File: src/rtl/load_store_unit.sv
`default_nettype none
// ============================================================================
//  Module      : load_store_unit
//  Description : Converts RISC-V load/store requests into word-aligned memory
//                accesses with byte enables, and sign/zero-extends load data.
//                Illegal funct3 values fault. Misaligned accesses fault unless
//                LSU_MISALIGN_SPLIT_EN is defined, in which case they are
//                performed as two aligned word accesses.
//  Revision    : 1.0 - initial release
// ============================================================================
module load_store_unit #(
    parameter int ADDR_W = 25
) (
    input  logic              clk,
    input  logic              rst_n,
    input  logic              req,
    input  logic              req_rw,
    input  logic [2:0]        req_funct3,
    input  logic [ADDR_W-1:0] req_addr,
    input  logic [31:0]       req_wdata,
    output logic              resp_valid,
    output logic [31:0]       resp_rdata,
    output logic              resp_fault,
    output logic              mem_enable,
    output logic              mem_rw,
    output logic [ADDR_W-1:0] mem_addr,
    output logic [31:0]       mem_wdata,
    output logic [3:0]        mem_be,
    input  logic              mem_valid,
    input  logic [31:0]       mem_rdata
);

`ifdef LSU_MISALIGN_SPLIT_EN
    localparam bit SPLIT_EN = 1'b1;
`else
    localparam bit SPLIT_EN = 1'b0;
`endif

    typedef enum logic [1:0] {
        ST_IDLE = 2'd0,
        ST_ACC0 = 2'd1,
        ST_ACC1 = 2'd2,
        ST_DONE = 2'd3
    } state_t;

    state_t            state_q, state_d;
    logic              rw_q, rw_d;
    logic [2:0]        funct3_q, funct3_d;
    logic [ADDR_W-1:0] addr_q, addr_d;
    logic [31:0]       wdata_q, wdata_d;
    logic              fault_q, fault_d;
    logic              gap_q, gap_d;      // forces one idle cycle before the second access
    logic [31:0]       raw_lo_q, raw_lo_d; // needed lanes of the first word
    logic [31:0]       raw_hi_q, raw_hi_d; // needed lanes of the second word

    // Expand a 4-bit byte enable into a 32-bit byte-lane mask.
    function automatic logic [31:0] lane_mask(input logic [3:0] be);
        return {{8{be[3]}}, {8{be[2]}}, {8{be[1]}}, {8{be[0]}}};
    endfunction

    // Decode of the incoming request: legality and misalignment.
    logic [2:0] req_size;
    logic       req_legal;
    logic       req_misaligned;
    always_comb begin
        req_size = 3'd4;
        case (req_funct3[1:0])
            2'b00:   req_size = 3'd1;
            2'b01:   req_size = 3'd2;
            default: req_size = 3'd4;
        endcase
        req_legal = 1'b0;
        case (req_funct3)
            3'b000, 3'b001, 3'b010: req_legal = 1'b1;
            3'b100, 3'b101:         req_legal = ~req_rw;
            default:                req_legal = 1'b0;
        endcase
        req_misaligned = ({1'b0, req_addr[1:0]} + req_size) > 3'd4;
    end

    // Lane geometry of the latched access: an 8-lane window spanning two words.
    logic [3:0]        size_mask;
    logic [7:0]        be_wide;
    logic [63:0]       wdata_wide;
    logic [31:0]       rd_word;
    logic [31:0]       rd_ext;
    logic [ADDR_W-1:0] word0_addr;
    logic [ADDR_W-1:0] word1_addr;
    always_comb begin
        size_mask = 4'b1111;
        case (funct3_q[1:0])
            2'b00:   size_mask = 4'b0001;
            2'b01:   size_mask = 4'b0011;
            default: size_mask = 4'b1111;
        endcase
        be_wide    = {4'b0000, size_mask} << addr_q[1:0];
        wdata_wide = {32'd0, wdata_q} << {addr_q[1:0], 3'b000};
        rd_word    = 32'({raw_hi_q, raw_lo_q} >> {addr_q[1:0], 3'b000});
        word0_addr = {addr_q[ADDR_W-1:2], 2'b00};
        word1_addr = word0_addr + ADDR_W'(4);
        rd_ext     = rd_word;
        case (funct3_q)
            3'b000:  rd_ext = {{24{rd_word[7]}}, rd_word[7:0]};
            3'b001:  rd_ext = {{16{rd_word[15]}}, rd_word[15:0]};
            3'b100:  rd_ext = {24'd0, rd_word[7:0]};
            3'b101:  rd_ext = {16'd0, rd_word[15:0]};
            default: rd_ext = rd_word;
        endcase
    end

    // Next-state and output logic of the access sequencer.
    always_comb begin
        state_d    = state_q;
        rw_d       = rw_q;
        funct3_d   = funct3_q;
        addr_d     = addr_q;
        wdata_d    = wdata_q;
        fault_d    = fault_q;
        gap_d      = 1'b0;
        raw_lo_d   = raw_lo_q;
        raw_hi_d   = raw_hi_q;
        resp_valid = 1'b0;
        resp_rdata = 32'd0;
        resp_fault = 1'b0;
        mem_enable = 1'b0;
        mem_rw     = 1'b0;
        mem_addr   = '0;
        mem_wdata  = 32'd0;
        mem_be     = 4'd0;
        case (state_q)
            ST_IDLE: begin
                if (req) begin
                    rw_d     = req_rw;
                    funct3_d = req_funct3;
                    addr_d   = req_addr;
                    wdata_d  = req_wdata;
                    raw_lo_d = 32'd0;
                    raw_hi_d = 32'd0;
                    if (!req_legal || (req_misaligned && !SPLIT_EN)) begin
                        fault_d = 1'b1;
                        state_d = ST_DONE;
                    end else begin
                        fault_d = 1'b0;
                        state_d = ST_ACC0;
                    end
                end
            end
            ST_ACC0: begin
                mem_enable = 1'b1;
                mem_rw     = rw_q;
                mem_addr   = word0_addr;
                mem_be     = be_wide[3:0];
                mem_wdata  = wdata_wide[31:0];
                if (mem_valid) begin
                    raw_lo_d = mem_rdata & lane_mask(be_wide[3:0]);
                    if (|be_wide[7:4]) begin
                        gap_d   = 1'b1;
                        state_d = ST_ACC1;
                    end else begin
                        state_d = ST_DONE;
                    end
                end
            end
            ST_ACC1: begin
                mem_enable = ~gap_q;
                mem_rw     = rw_q;
                mem_addr   = word1_addr;
                mem_be     = be_wide[7:4];
                mem_wdata  = wdata_wide[63:32];
                if (mem_valid && !gap_q) begin
                    raw_hi_d = mem_rdata & lane_mask(be_wide[7:4]);
                    state_d  = ST_DONE;
                end
            end
            default: begin
                resp_valid = 1'b1;
                resp_fault = fault_q;
                resp_rdata = (rw_q || fault_q) ? 32'd0 : rd_ext;
                state_d    = ST_IDLE;
            end
        endcase
    end

    // State and request registers; asynchronous reset abandons any access.
    always_ff @(posedge clk or negedge rst_n) begin
        if (!rst_n) begin
            state_q  <= ST_IDLE;
            rw_q     <= 1'b0;
            funct3_q <= 3'd0;
            addr_q   <= '0;
            wdata_q  <= 32'd0;
            fault_q  <= 1'b0;
            gap_q    <= 1'b0;
            raw_lo_q <= 32'd0;
            raw_hi_q <= 32'd0;
        end else begin
            state_q  <= state_d;
            rw_q     <= rw_d;
            funct3_q <= funct3_d;
            addr_q   <= addr_d;
            wdata_q  <= wdata_d;
            fault_q  <= fault_d;
            gap_q    <= gap_d;
            raw_lo_q <= raw_lo_d;
            raw_hi_q <= raw_hi_d;
        end
    end

endmodule
`default_nettype wire
File: config.mk
export PLATFORM = sky130hd
export DESIGN_NAME = load_store_unit
export DESIGN_NICKNAME = d
export VERILOG_FILES = /design/src/rtl/load_store_unit.sv
export SDC_FILE = /design/constraint.sdc
export NUM_CORES = 1
export LEC_CHECK = 0
export ABC_AREA = 1
export CAP_MARGIN = 20
export CORE_UTILIZATION = 50
export DETAILED_ROUTE_END_ITERATION = 16
export PLACE_DENSITY_LB_ADDON = 0.15
export SLEW_MARGIN = 20
export SYNTH_ARGS = -nofsm -noshare
export SYNTH_HDL_FRONTEND = slang
export SYNTH_SLANG_ARGS = --single-unit
File: constraint.sdc
create_clock -name clk -period 2.37 [get_ports clk]
set_input_delay 0.3555 -clock clk [delete_from_list [all_inputs] [get_ports clk]]
set_output_delay 0.3555 -clock clk [all_outputs]
set_load 0.01 [all_outputs]
# After elaboration in Yosys (flattened, before gate mapping)
# Index checks and enable logic that the tools add are counted.
dict set report totals {
  out_inout_bits 97
  word_cells 82
  ff_bits 129
  inputBits 97
}
dict set report classes {
  n_eq_ne 14
  n_reduce_logical 21
  n_bitwise 4
  muxes 28
  shifts 3
  n_lt_le_gt_ge 1
  n_addsub 2
}
# operator count
set ops {}
lappend ops {{$pmux W32 S2} 3}
lappend ops {{$mux W32} 5}
lappend ops {{$pmux W32 S4} 1}
lappend ops {{$and A32 B32 Y32} 2}
lappend ops {{$shl A32 B5 Y64} 1}
lappend ops {{$shr A64 B5 Y32} 1}
lappend ops {{$pmux W25 S2} 1}
lappend ops {{$add A25 B3 Y25 const B} 1}
lappend ops {{$pmux W4 S2} 2}
lappend ops {{$eq A3 B3 Y1 const B} 4}
lappend ops {{$reduce_and A3 Y1} 3}
lappend ops {{$mux W1} 8}
lappend ops {{$mux W2} 4}
lappend ops {{$shl A4 B2 Y8} 1}
lappend ops {{$eq A2 B1 Y1 const B} 3}
lappend ops {{$eq A3 B1 Y1 const B} 2}
lappend ops {{$logic_not A2 Y1} 3}
lappend ops {{$logic_not A3 Y1} 2}
lappend ops {{$ne A2 B2 Y1 const B} 3}
lappend ops {{$pmux W2 S3} 1}
lappend ops {{$pmux W3 S2} 1}
lappend ops {{$reduce_or A3 Y1} 2}
lappend ops {{$pmux W1 S2} 2}
lappend ops {{$reduce_bool A2 Y1} 2}
lappend ops {{11 further kinds} 15}

# Depth between registers and ports, before layout
dict set report logic_depth {
  word_depth 8
  ltp_mapped 11
  ltp_nobuf 11
}

# Worst setup path after synthesis
# No wires, ideal clock.
dict set report synth_path {
  kind {register -> output}
  start {reg state_q[0]}
  end {out mem_addr[3]}
  path_buffers 2
  path_stages_with_launch 8
  arrival_ns 1.566
  slack_ns 0.448
  path_cell_list {dfrtp_1 -> inv_1 -> ha_1 -> buf_2 -> nand2_2 -> clkinv_1 -> buf_2 -> a22o_1}
}
dict set report synth_via {
  elab_chain_cells 2
  word_cells_on_any_way 3
}
# element line
set synth_rtl {}
lappend synth_rtl {{start: declaration} 46} ;# state_t state_q, state_d;
lappend synth_rtl {{start signal: assignment} 197} ;# state_q <= state_d;
lappend synth_rtl {{$eq A2 B2 Y1 or $eq A2 B1 Y1 (tied branches)} 130} ;# case (state_q)
lappend synth_rtl {{$pmux W25 S2 *} 130}
lappend synth_rtl {{end: declaration} 26} ;# output logic [ADDR_W-1:0] mem_addr,
# Every way passes the cells marked *; elsewhere a longest branch is shown, timed or not.

# Worst setup path in the final report
dict set report layout_path {
  start {reg state_q[0]}
  end {out mem_wdata[23]}
}
dict set report layout_via {
  elab_chain_cells 2
  word_cells_on_any_way 3
}
# element line
set layout_rtl {}
lappend layout_rtl {{$eq A2 B2 Y1 or $eq A2 B1 Y1 (tied branches)} 130}
lappend layout_rtl {{$pmux W32 S2 *} 130}
lappend layout_rtl {{end: declaration} 27} ;# output logic [31:0] mem_wdata,
# Marked as above.

==> results.py <==
metrics = {
    "status": {
        "status": "finished, violations left",
        "violations": "negative setup slack",
    },
    "clock_tree": {
        "numCtsBuffers": 17,
        "path_clk_slew_ps": 60,
        "clockBufferDepth": 2,
        "cts_tree": "built",
        "htree_levels": 4,
        "cts_root_buf": "clkbuf_16",
        "cts_num_sinks": 121,
        "clock_latency_ps": 440,
    },
    "logic_synthesis": {
        "syn-cell-area_sq_mm": 0.008183,
        "synth_compound_area_frac": 0.1682,
        "syn_area_per_cell_sq_um": 7.153,
        "ys_ff_latch": 121,
        "syn_inst": 1144,
        "yosysTopAreaCellShare": 0.3700,
        "synthTopCellsByArea": "dfrtp_1 (37%), nand2_1 (16%), nand3_1 (5.6%)",
        "synthArstFlopShare": 1.000,
        "ys_warn_count": 0,
        "yosysUniqueCellTypes": 42,
        "yosysSeqAreaShare": 0.3700,
        "synth_flop_cell": "dfrtp_1",
        "yosys.area_share.simple": 0.2936,
        "synthMuxAreaShare": 0.05092,
        "synth_fa_ha_area_frac": 0.01162,
        "synth_most_common_cell": "nand2_1",
        "synth_xor_xnor_area_share": 0.001070,
        "synth_top_family_by_area": "simple AND/OR/NAND/NOR gates",
        "yosys-top-cells-count": "nand2_1 (343), dfrtp_1 (121), inv_1 (98)",
        "yosysTopAreaCell": "dfrtp_1",
        "synth_edf_count": 0,
    },
    "floorplan": {
        "die_w_um": 129.9,
        "rows": 46,
        "io_pins": 194,
        "die_h_um": 129.9,
        "die-area_sq_mm": 0.01688,
        "coreArea_sq_mm": 0.01594,
        "start_util": 0.5133,
    },
    "sta": {
        "grt_setup_unrepaired": "true",
        "maxClockFrequency_ghz": 0.3690,
        "hold_slack_ps": 466.4,
        "setup_tns_ps": -10860,
        "finalSetupViolCount": 80,
        "fin_crit_ps": 2710,
        "fin_crit_sh": 1.144,
        "worst_pin_slew_ps": 591.9,
        "hold_viol": 0,
        "slew_headroom": 0.6054,
        "finalClockSkew_ps": 7.522,
        "worst_slack_ps": -340.3,
        "slew_viol_final": 0,
    },
    "drt": {
        "drc": 0,
        "totalWireLength_um": 35990,
        "viasPerCell": 6.118,
        "first_pass_iters": 6,
        "num_vias": 10340,
        "ant_nets": 0,
        "wl_per_cell_um": 21.30,
        "initialDrtViolationCount": 1484,
    },
    "critical_path": {
        "critical_path.max_fanout": 10,
        "worstPathRequired_ps": 2010,
        "path_cells": "inv_2 > ha_4 > buf_6 > clkinvlp_4 > buf_12 > clkbuf_16 > a31oi_1 > buf_2",
        "crit_arrival_ps": 2350,
        "setup.worst_path.start": "state_q[0]$_DFFE_PN0P_",
        "cp-start-kind": "flop",
        "worst_path_largest_cell_delay_ps": 430,
        "worstSetupEndpointType": "primary output",
        "crit_slowest_cell": "dfrtp_1",
        "rr_startpoint": "state_q[0]$_DFFE_PN0P_",
        "critPathKind": "reg2out",
    },
    "placement": {
        "gp_congestion": 0.9172,
        "preCtsSetupSlack_ps": -127.6,
        "hpwl_um": 19660,
        "portBuffers": 191,
    },
    "global_routing": {
        "grt.total_usage": 0.3603,
        "grt_max_degree": 42,
        "grt.overflow.total": 0,
        "antenna_found_initial": 1,
        "grt_pass1_vias": 8575,
        "grt_first_pass_wirelength_um": 46000,
    },
    "power": {
        "pwr_density_cell_mw_per_mm2": 1441,
        "leakagePower_nw": 6.360,
        "peakVddDrop_uv": 1036,
    },
    "final_layout": {
        "postLayoutCoreUtil": 0.8171,
        "area_growth_pct": 59.20,
        "final_nets": 1566,
        "drive_above_1_share": 0.3530,
    },
    "flow_run": {
        "maxCapViolCount": 0,
    },
    "hold_path": {
        "worstHoldPathType": "in2async",
    },
}
cell type report:
class                   count  area (sq um)
multi-input cells         850          5140
repair buffers            362          3546
flip-flops and latches    121          3037
fillers                   971          2915
clock buffers              22         484.2
inverters                 109         445.4
well taps                 216         270.3
clock inverters             8         95.09
repair inverters            1         7.507
diodes                      1         2.502
power by group:
| part | total (mW) | leakage [nW] | internal [mW] | switching [mW] |
|---|---|---|---|---|
| Clock | 2.64 | 0.284 | 1.64 | 1.00 |
| Combinational | 12.4 | 4.56 | 5.23 | 7.14 |
| Sequential | 3.76 | 1.51 | 2.88 | 0.877 |
layer usage:
layer	track usage	wire [um]
met1	0.5071	13220
met2	0.5461	16120
met3	0.08118	4403
met4	0.1245	2253
met5	0	0
stage by stage:
| stage | total power [mW] | instance area, sq um | std cells |
|---|---|---|---|
| 6_report | 18.77 | 13030 | 1690 |
| 5_1_grt | 19.50 | 13030 | 1689 |
| 4_1_cts | 15.68 | 11940 | 1649 |
| 3_5_place_dp | 12.12 | 10730 | 1571 |
| 3_3_place_gp | 12.00 | 10730 | 1571 |
| 2_1_floorplan | 8.653 | 8187 | 1145 |
critical path: cells and delay by family, from the launching register on:
kind | cells | cell delay [ps]
buffers and inverters | 6 | 980
DFF | 1 | 430
adders and majority gates | 1 | 350
AOI/OAI and AO/OA | 1 | 150
logic make-up (layout without fill, tap and decap cells):
kind of cell / Yosys count / count (layout)
other cells: 1 / 3
xor+xnor: 1 / 1
buf+inv: 176 / 502
compound gates: 245 / 245
flops: 121 / 121
fa+ha+maj: 7 / 7
simple gates: 556 / 558
mux: 37 / 37
what timing repair did:
| action | 4_1_cts | 5_1_grt |
|---|---|---|
| pin swaps | 23 | 53 |
| setup endpoints to repair | 93 | 88 |
| gates cloned | 8 | 6 |
| gates resized for setup | 335 | 330 |
| hold buffers | 1 | 0 |
| endpoints found under the hold margin | 32 | 0 |
| setup buffers | 39 | 38 |
registers in the layout (all words and copies together), names as in the netlist:
signal,count
addr_q,25
fault_q,1
funct3_q,3
gap_q,1
raw_hi_q,24
raw_lo_q,32
rw_q,1
state_q,2
wdata_q,32
placed cells by master, fill, tap and decap left out, types with 7 or more instances in the layout:
cell	n
buf_6	69
a21oi_4	10
dfrtp_2	7
o21ai_2	23
nand2_1	310
nand3_2	20
nand3_4	7
o21ai_0	49
buf_2	52
nor2_1	73
nand2_4	12
o211ai_1	9
nand2_2	25
mux2_2	37
inv_2	11
clkbuf_16	22
o21ai_1	40
dfrtp_1	114
buf_12	18
a21oi_1	49
clkbuf_2	12
a21oi_2	23
nor2_2	11
nand3_1	79
buf_4	86
a31oi_1	13
inv_1	87
nor2_4	10
clkdlybuf4s50_1	97
worst paths after layout:
| path | to | slack, ps | cells after the start |
|---|---|---|---|
| setup / recovery | mem_wdata[23] | -340 | 8 |
| hold reg to reg | raw_lo_q[5]$_DFFE_PN0P_ | 480 | 2 |
| min in group clk | raw_lo_q[5]$_DFFE_PN0P_ | 480 | 2 |
| max in group asynchronous | addr_q[17]$_DFFE_PN0P_ | 1140 | 3 |
| setup reg to reg | state_q[1]$_DFFE_PN0P_ | 110 | 13 |
| hold / removal | raw_hi_q[21]$_DFFE_PN0P_ | 470 | 2 |
Power figures use the tool's default switching activity.
